`config.mk`:
```
export PLATFORM = sky130hd
export DESIGN_NAME = multi_key_debounce_flat
export DESIGN_NICKNAME = d
export VERILOG_FILES = /design/src/rtl/key_pkg.sv /design/src/rtl/multi_key_debounce_if.sv /design/src/rtl/key_channel.sv /design/src/rtl/multi_key_debounce.sv /design/src/flat_wrapper.sv
export SDC_FILE = /design/constraint.sdc
export NUM_CORES = 1
export LEC_CHECK = 0
export CORE_MARGIN = 5
export CORE_UTILIZATION = 44
export CTS_BUF_LIST = sky130_fd_sc_hd__clkbuf_2
export DETAILED_ROUTE_END_ITERATION = 10
export GPL_TIMING_DRIVEN = 0
export PLACE_DENSITY = 0.6
export SYNTH_ARGS = -nofsm -noshare
export SYNTH_HDL_FRONTEND = slang
export SYNTH_SLANG_ARGS = --single-unit
export TNS_END_PERCENT = 30
```
`constraint.sdc`:
```
create_clock -name CLK -period 2.7 [get_ports CLK]
set_input_delay 0.54 -clock CLK [delete_from_list [all_inputs] [get_ports CLK]]
set_output_delay 0.54 -clock CLK [all_outputs]
set_load 0.03 [all_outputs]
```
`src/rtl/key_pkg.sv`:
```
// Shared definitions for the multi-key debounce block.
//   key_state_e : per-channel FSM encoding (also published on the debug bus)
//   cnt_width() : counter width helper, never narrower than 1 bit
package key_pkg;

    typedef enum logic [1:0] {
        IDLE     = 2'd0,
        DB_PRESS = 2'd1,
        HELD     = 2'd2,
        DB_REL   = 2'd3
    } key_state_e;

    localparam int unsigned STATE_W = 2;

    // Bits needed to count 0..n-1, with a floor of 1 so a disabled or
    // trivially small counter still has a legal vector width.
    function automatic int unsigned cnt_width(input int unsigned n);
        if (n <= 2) begin
            return 1;
        end
        return $clog2(n);
    endfunction

endpackage

```
`src/rtl/multi_key_debounce_if.sv`:
```
// Bundle of the key pins, conditioned outputs and FSM debug state.
//   slave  : the debounce block (reads Pin_In, drives everything else)
//   master : whoever owns the pins and consumes the key events
// Handshake: none. Pin_In is a free-running level; Key_State is a level;
// Press_Pulse, Release_Pulse and Long_Pulse are single-cycle strobes that
// the consumer must sample on every CLK edge (there is no ready/back-pressure).
interface multi_key_debounce_if #(
    parameter int unsigned N_KEYS = 4
);
    logic [N_KEYS-1:0]   Pin_In;
    logic [N_KEYS-1:0]   Key_State;
    logic [N_KEYS-1:0]   Press_Pulse;
    logic [N_KEYS-1:0]   Release_Pulse;
    logic [N_KEYS-1:0]   Long_Pulse;
    // channel i FSM state lives in fsm_state[2*i +: 2] (key_state_e encoding)
    logic [2*N_KEYS-1:0] fsm_state;

    modport master (
        output Pin_In,
        input  Key_State, Press_Pulse, Release_Pulse, Long_Pulse, fsm_state
    );

    modport slave (
        input  Pin_In,
        output Key_State, Press_Pulse, Release_Pulse, Long_Pulse, fsm_state
    );
endinterface

```
`src/rtl/key_channel.sv`:
```
// One key channel: 2-flop synchroniser, debounce FSM, long-press counter.
//   CLK, RST      : clock, synchronous active-high reset
//   pin_in        : raw asynchronous key pin
//   key_state     : debounced level, 1 = pressed
//   press_pulse   : 1-cycle strobe on accepted press
//   release_pulse : 1-cycle strobe on accepted release
//   long_pulse    : 1-cycle strobe once per press after the long hold time
//   fsm_state     : current FSM state (debug)
module key_channel
    import key_pkg::*;
#(
    parameter int unsigned DEBOUNCE_CYCLES = 1000000,
    parameter int unsigned LONG_CYCLES     = 50000000,
    parameter bit          ACTIVE_LOW      = 1'b1
) (
    input  logic         CLK,
    input  logic         RST,
    input  logic         pin_in,
    output logic         key_state,
    output logic         press_pulse,
    output logic         release_pulse,
    output logic         long_pulse,
    output logic [1:0]   fsm_state
);

    localparam int unsigned DB_W = cnt_width(DEBOUNCE_CYCLES);
    localparam int unsigned LC_W = cnt_width(LONG_CYCLES + 1);
    localparam logic [DB_W-1:0] DB_LAST = DB_W'(DEBOUNCE_CYCLES - 1);
    // The press-pulse cycle is already the first held cycle, so the long
    // strobe fires when the counter (cleared on that edge) reaches LONG-2.
    localparam int unsigned LONG_HIT_I = (LONG_CYCLES >= 2) ? LONG_CYCLES - 2 : 0;
    localparam logic [LC_W-1:0] LONG_HIT = LC_W'(LONG_HIT_I);
    localparam bit   LONG_EN  = (LONG_CYCLES != 0);
    localparam logic IDLE_LVL = ACTIVE_LOW;

    logic            sync1, sync2;
    logic            p;
    key_state_e      state, state_n;
    logic [DB_W-1:0] cnt, cnt_n;
    logic [LC_W-1:0] lcnt, lcnt_n;
    logic            long_done, long_done_n;
    logic            press_n, release_n, long_n;

    // normalised level: 1 = pressed regardless of pin polarity
    assign p = sync2 ^ IDLE_LVL;

    always_ff @(posedge CLK) begin
        if (RST) begin
            sync1         <= IDLE_LVL;
            sync2         <= IDLE_LVL;
            state         <= IDLE;
            cnt           <= '0;
            lcnt          <= '0;
            long_done     <= 1'b0;
            press_pulse   <= 1'b0;
            release_pulse <= 1'b0;
            long_pulse    <= 1'b0;
        end else begin
            sync1         <= pin_in;
            sync2         <= sync1;
            state         <= state_n;
            cnt           <= cnt_n;
            lcnt          <= lcnt_n;
            long_done     <= long_done_n;
            press_pulse   <= press_n;
            release_pulse <= release_n;
            long_pulse    <= long_n;
        end
    end

    always_comb begin
        state_n     = state;
        cnt_n       = cnt;
        lcnt_n      = lcnt;
        long_done_n = long_done;
        press_n     = 1'b0;
        release_n   = 1'b0;
        long_n      = 1'b0;

        case (state)
            IDLE: begin
                if (p) begin
                    state_n = DB_PRESS;
                    cnt_n   = '0;
                end
            end
            DB_PRESS: begin
                if (!p) begin
                    state_n = IDLE;
                end else if (cnt == DB_LAST) begin
                    state_n     = HELD;
                    press_n     = 1'b1;
                    lcnt_n      = '0;
                    long_done_n = 1'b0;
                end else begin
                    cnt_n = cnt + 1'b1;
                end
            end
            HELD: begin
                if (!p) begin
                    state_n = DB_REL;
                    cnt_n   = '0;
                end
            end
            DB_REL: begin
                if (p) begin
                    state_n = HELD;
                end else if (cnt == DB_LAST) begin
                    state_n   = IDLE;
                    release_n = 1'b1;
                end else begin
                    cnt_n = cnt + 1'b1;
                end
            end
            default: state_n = IDLE;
        endcase

        // Long-press counting runs through release bounces. It is skipped
        // on the edge that accepts a release so the two strobes never meet.
        if (LONG_EN && !long_done && !release_n &&
            (state == HELD || state == DB_REL)) begin
            if (lcnt == LONG_HIT) begin
                long_n      = 1'b1;
                long_done_n = 1'b1;
            end else begin
                lcnt_n = lcnt + 1'b1;
            end
        end
    end

    assign key_state = (state == HELD) || (state == DB_REL);
    assign fsm_state = state;

endmodule

```
`src/rtl/multi_key_debounce.sv`:
```
// N-channel push-button conditioner. Each channel is an independent
// key_channel; this level only replicates them and packs the vectors.
//   CLK, RST : clock, synchronous active-high reset
//   bus      : multi_key_debounce_if slave (Pin_In in; Key_State,
//              Press_Pulse, Release_Pulse, Long_Pulse, fsm_state out)
module multi_key_debounce #(
    parameter int unsigned N_KEYS          = 4,
    parameter int unsigned DEBOUNCE_CYCLES = 1000000,
    parameter int unsigned LONG_CYCLES     = 50000000,
    parameter bit          ACTIVE_LOW      = 1'b1
) (
    input  logic                CLK,
    input  logic                RST,
    multi_key_debounce_if.slave bus
);

    for (genvar i = 0; i < N_KEYS; i++) begin : g_ch
        key_channel #(
            .DEBOUNCE_CYCLES (DEBOUNCE_CYCLES),
            .LONG_CYCLES     (LONG_CYCLES),
            .ACTIVE_LOW      (ACTIVE_LOW)
        ) u_ch (
            .CLK           (CLK),
            .RST           (RST),
            .pin_in        (bus.Pin_In[i]),
            .key_state     (bus.Key_State[i]),
            .press_pulse   (bus.Press_Pulse[i]),
            .release_pulse (bus.Release_Pulse[i]),
            .long_pulse    (bus.Long_Pulse[i]),
            .fsm_state     (bus.fsm_state[2*i +: 2])
        );
    end

endmodule

```
`src/flat_wrapper.sv`:
```
// flat-port wrapper written by rule: the top's interface ports become plain ports
module multi_key_debounce_flat 
#(
    parameter int unsigned N_KEYS          = 4,
    parameter int unsigned DEBOUNCE_CYCLES = 1000000,
    parameter int unsigned LONG_CYCLES     = 50000000,
    parameter bit          ACTIVE_LOW      = 1'b1
)
  (CLK, RST, bus_Pin_In, bus_Key_State, bus_Press_Pulse, bus_Release_Pulse, bus_Long_Pulse, bus_fsm_state);
  multi_key_debounce_if #(.N_KEYS(N_KEYS)) bus_i ();
  input  logic CLK;
  input  logic RST;
  input wire logic [$bits(bus_i.Pin_In)-1:0] bus_Pin_In;
  output wire logic [$bits(bus_i.Key_State)-1:0] bus_Key_State;
  output wire logic [$bits(bus_i.Press_Pulse)-1:0] bus_Press_Pulse;
  output wire logic [$bits(bus_i.Release_Pulse)-1:0] bus_Release_Pulse;
  output wire logic [$bits(bus_i.Long_Pulse)-1:0] bus_Long_Pulse;
  output wire logic [$bits(bus_i.fsm_state)-1:0] bus_fsm_state;
  assign bus_i.Pin_In = bus_Pin_In;
  assign bus_Key_State = bus_i.Key_State;
  assign bus_Press_Pulse = bus_i.Press_Pulse;
  assign bus_Release_Pulse = bus_i.Release_Pulse;
  assign bus_Long_Pulse = bus_i.Long_Pulse;
  assign bus_fsm_state = bus_i.fsm_state;
  multi_key_debounce #(.N_KEYS(N_KEYS), .DEBOUNCE_CYCLES(DEBOUNCE_CYCLES), .LONG_CYCLES(LONG_CYCLES), .ACTIVE_LOW(ACTIVE_LOW)) u_core (.CLK(CLK), .RST(RST), .bus(bus_i));
endmodule
```
; ---- Yosys cells after proc, flatten, opt, wreduce, memory -nomap -nowiden
; Cells that the tools add are included.
[totals]
regBits = 216
inputBits = 6
output_inout_bits = 24
elab_cells = 244
[classes]
addsub = 8
n_eq_ne = 44
mux = 108
bitwise_logic = 8
reduce_logical = 40
[op_table]
columns = operator, count
row1 = $mux W26, 20
row2 = $mux W20, 20
row3 = $pmux W20 S4, 4
row4 = $add A26 B1 Y26 const B, 4
row5 = $eq A26 B26 Y1 const B, 4
row6 = $add A20 B1 Y20 const B, 4
row7 = $eq A20 B20 Y1 const B, 4
row8 = $mux W2, 24
row9 = $mux W1, 36
row10 = $ne A2 B2 Y1 const B, 16
row11 = $pmux W2 S4, 4
row12 = $reduce_and A4 Y1, 8
row13 = $ne A3 B3 Y1 const B, 8
row14 = $eq A2 B2 Y1 const B, 8
row15 = $reduce_or A3 Y1, 4
row16 = $eq A2 B1 Y1 const B, 4
row17 = $logic_and A1 B1 Y1, 8
row18 = $logic_not A1 Y1, 8
row19 = $logic_not A2 Y1, 4
row20 = $not A1 Y1, 8
row21 = $reduce_or A2 Y1, 4
row22 = $logic_or A1 B1 Y1, 4

; ---- Logic depth before layout (Yosys ltp)
[logic_depth]
ltp_word = 9
mapped_depth = 9
ltp_nobuf = 8

; ---- By module
; Synthesis repeated with hierarchy kept, for this count alone.
[unflattened]
cells_unflattened = 1316
area_unflattened_um2 = 11335.9
[modules_own_cells]
columns = mod, instances, cells_each, area_per_inst_um2, seq_area_each_um2
row1 = key_channel (u_core.g_ch[1].u_ch ...), 2, 325, 2851.5, 1081.0
row2 = key_channel (u_core.g_ch[0].u_ch), 1, 338, 2854.0, 1081.0
row3 = key_channel (u_core.g_ch[3].u_ch), 1, 328, 2778.9, 1081.0

; ---- Least setup slack after synthesis
; Ideal clock, no wire load.
[synth_path]
kind = reg2reg
from = register u_core.g_ch[0].u_ch.state[0]
to = register u_core.g_ch[0].u_ch.lcnt[25]
setup_ns = 0.119
t_arrival_ns = 2.006
required_time_ns = 2.581
path_slack_ns = 0.575
path_stages_with_launch = 8
path_buffers = 1
synth_period_minus_slack_ns = 2.125
path_cell_list = dfxtp_1 > and4b_1 > and4b_4 > a311o_1 > buf_6 > nor4_4 > nand3_1 > mux2i_1
[synth_via]
elab_chain_len = 6
word_cells_on_any_way = 11
classes_between = 3 x eq/ne / 4 x mux / 4 x reduce/logical
[synth_lines]
columns = element, line_no
row1 = start: declaration, key_channel.sv:38  ; key_state_e state, state_n;
row2 = start signal: assignment, key_channel.sv:61  ; state <= state_n;
row3 = $eq A2 B2 Y1, "key_channel.sv:80, key_channel.sv:121"
row4 = $mux W1, key_channel.sv:80  ; case (state)
row5 = $logic_not A1 Y1, key_channel.sv:120  ; if (LONG_EN && !long_done && !release_n &&
row6 = $logic_and A1 B1 Y1 (2 in series), key_channel.sv:120
row7 = $mux W26 *, key_channel.sv:120
row8 = end signal: assignment, key_channel.sv:63  ; lcnt <= lcnt_n;
row9 = end: declaration, key_channel.sv:40  ; logic [LC_W-1:0] lcnt, lcnt_n;
; Mark *: on every way between the ends. The rest lies on a longest branch, timed or not.
; A chain may end at the register's enable or synchronous reset.

==> flow_metrics.tcl <==
set metrics [dict create \
    status "completed" \
    ant_nets 0 \
    hold_viol 0 \
    pin_count 30 \
    pwr-share-clk 0.386 \
    setup_viol 0 \
    ir_drop_uv 363.1 \
    p_int_w 0.004001 \
    maxSlewHeadroom 0.3200 \
    pwr-share-seq 0.586 \
    chipWidth_um 165.2 \
    cts_root_buf "clkbuf_2" \
    clk_latency_ns 0.83 \
    coreArea_um2 23610 \
    cpPeakStageDelay_ns 0.63 \
    hpwl_um 17120 \
    nNetsFinal 1363 \
    pwr-share-comb 0.028 \
    reg2regPathDepth 5 \
    h-tree-depth 2 \
    synth_top_area_share 0.4081 \
    grt_util_met2 0.2962 \
    grt_pass1_vias 8722 \
    rsz0062_at_grt "no" \
    final_common_cell "dfxtp_1" \
    stdcell_count 1703 \
    die_area_um2 27290 \
    die_y_um 165.2 \
    drive_gt1_frac 0.1136 \
    ctsHoldBuffers 0 \
    gp_congestion 0.8173 \
    busiest_layer "met2" \
    initial_utilization 0.4488 \
    drt_iter0_markers 589 \
    max_freq_mhz 391.6 \
    io_buffers 29 \
    cts_num_sinks 216 \
    cpMostUsedCell "clkbuf_1" \
    fin_crit_sh 0.9458 \
    gr-total-overflow 0 \
    hold_path_class "in -> reg" \
    cts_tree "built" \
    grt_pass1_wl_um 42550 \
    core.rowCount 56 \
    ys_seq_area_frac 0.4081 \
    via_per_inst 5.408 \
    crit_chain "clkdlybuf4s50_1 -> clkbuf_2 -> inv_1 -> clkbuf_1 -> nand2_1 -> clkbuf_1 -> nor2_1" \
    ys_seq_elements 216 \
    via_count 9209 \
    maxCapViolations 0 \
    total_leakage_power_nw 4.221 \
    first_pass_iters 5 \
    synthCells 1257 \
    synthDistinctLibCells 72 \
    utilization 0.4986 \
    yosysWarnings 0 \
    syn-num-nets 1275 \
    grt_max_degree 15 \
    globalRouteTotalUtil 0.1859 \
    antenna_found_initial 1 \
    worst_slew_pin_slew_ns 1.011 \
    fillers 2416 \
    synth_flop_cell "dfxtp_1" \
    crit_cells 7 \
    required_ns 3.46 \
    wl_um 24920 \
    use_met3 0.03450 \
    worst_path_dominant_cell_family "buffers and inverters" \
    wl_per_cell_um 14.63 \
    synth_area_leaders "dfxtp_1 (41%), xor2_1 (6.1%), nor2_1 (5.8%)" \
    crit_path_max_fanout 10 \
    p_switching_w 0.001451 \
    worst-path-buf-inv 5 \
    clockBufferDepth 3 \
    cp_slowest_cell "clkbuf_1" \
    synth_edf_count 0 \
    total_power_w 0.005452 \
    crit_path_end_kind "flop" \
    layout_common_cells "dfxtp_1 (216), nor2_1 (163), nand2_1 (94), nand3_1 (91), clkbuf_2 (81)" \
    avgSynthCellArea_um2 8.430 \
    fin_setup_tns_ns 0 \
    worst_setup_path_start_kind "input pin" \
    syn_area_um2 10600 \
    clock_skew_ns 0.08590 \
    p_sw_frac 0.2661 \
    path_clk_slew_ns 0.10 \
    crit_type "in -> reg" \
    crit_arrival_ns 3.31 \
    syn_to_final_growth_pct 11.10 \
    cts_buffers 57 \
    drc_errors 0 \
    met1_usage 0.2551 \
    min_period_ns 2.554 \
    drv_slew 0 \
    hold_path_depth 2 \
    power_per_cell_area_nw_per_um2 463.1 \
    async_flop_share 0 \
    synth_top_cell_by_area "dfxtp_1" \
    dp.cells 1605 \
]
==> cells by family (layout without fill, tap and decap cells) <==
kind of cell | after synthesis | count (layout) | share of synthesized area
and+or+nand+nor | 628 | 628 | 0.3192
DFF | 216 | 216 | 0.4081
AOI/OAI and AO/OA | 179 | 179 | 0.1097
xor gates and xnor gates | 108 | 108 | 0.08927
buffers and inverters | 101 | 226 | 0.04723
muxes | 13 | 13 | 0.01240
adders and majority gates | 12 | 12 | 0.01417
other | 0 | 2 | 0
==> worst register-to-register path: stages (launching register included) <==
cell	delay (ns)
dfxtp_1	0.40
nand3_1	0.21
nor4_1	0.92
nand3_1	0.32
o211a_1	0.29
a211o_1	0.25
==> power groups by stage <==
| stage | combinational (W) | sequential, W | clock [W] |
|---|---|---|---|
| floorplan | 0.0000879 | 0.00327 | 0 |
| global placement | 0.000153 | 0.00327 | 0 |
| detailed placement | 0.000154 | 0.00327 | 0 |
| CTS | 0.000154 | 0.00320 | 0.00221 |
| global route | 0.000167 | 0.00320 | 0.00238 |
| finish | 0.000151 | 0.00320 | 0.00210 |
==> flip-flops by register name, summed over array words and instances, names as in the netlist, named ones only <==
register	count
u_core.g_ch.u_ch.release_pulse	4
u_core.g_ch.u_ch.sync1	4
u_core.g_ch.u_ch.cnt	80
u_core.g_ch.u_ch.fsm_state	4
u_core.g_ch.u_ch.lcnt	104
u_core.g_ch.u_ch.long_done	4
u_core.g_ch.u_ch.sync2	4
u_core.g_ch.u_ch.long_pulse	4
u_core.g_ch.u_ch.press_pulse	4
==> metrics by stage <==
step / setup slack (ns) / instance area (µm²) / hold WS [ns]
floorplan: 0.5751 / 10600 / 0.3895
global placement: -1.161 / 11290 / 0.3947
detailed placement: -1.186 / 11290 / 0.3979
CTS: -0.1143 / 11750 / 0.1617
global route: 0.01156 / 11770 / 0.1963
finish: 0.1463 / 11770 / 0.2688
==> synth_stat cells, types with 32 or more instances <==
cell type,number
nand2_1,94
xor2_1,74
o21ai_0,48
inv_1,36
a21oi_1,48
and3_1,41
nand4_1,63
clkbuf_1,32
xnor2_1,34
dfxtp_1,216
nor2_1,163
nand3_1,91
==> what timing repair did <==
action / 4_1_cts / 5_1_grt
endpoints found under the setup margin: 24 / 23
buffers inserted: 0 / 0
gates resized for setup: 7 / 6
==> worst paths after layout <==
check | end | start | slack [ns]
worst max-delay path | u_core.g_ch[3].u_ch.cnt[16]$_SDFFE_PP0P_ | RST | 0.15
worst min-delay path | u_core.g_ch[2].u_ch.sync1$_SDFF_PP1_ | bus_Pin_In[2] | 0.27
worst max register to register | u_core.g_ch[2].u_ch.lcnt[21]$_SDFF_PP0_ | u_core.g_ch[2].u_ch.lcnt[4]$_SDFF_PP0_ | 0.20
worst min register to register | u_core.g_ch[1].u_ch.sync2$_SDFF_PP1_ | u_core.g_ch[1].u_ch.sync1$_SDFF_PP1_ | 0.42
==> metal layers <==
layer,share of wire,up-vias,routed length [µm]
met5,0,-,0
li1,-,4713,-
met2,0.45,162,11100
met3,0.042,42,1054
met4,0.021,0,532
met1,0.49,4292,12230
==> area by class of cell <==
class                           count  area [µm²]  area share
Antenna cell                        2       5.005   0.0004251
Tap cell                          319       399.1     0.03390
Sequential cell                   216        4324      0.3673
Clock buffer                       77       385.4     0.03273
Buffer                             65       370.4     0.03146
Timing Repair Buffer               29       291.5     0.02476
Clock inverter                     19       77.57    0.006589
Inverter                           36       135.1     0.01148
Multi-Input combinational cell    940        5784      0.4913
No activity file was read; power rests on OpenSTA's default activity.
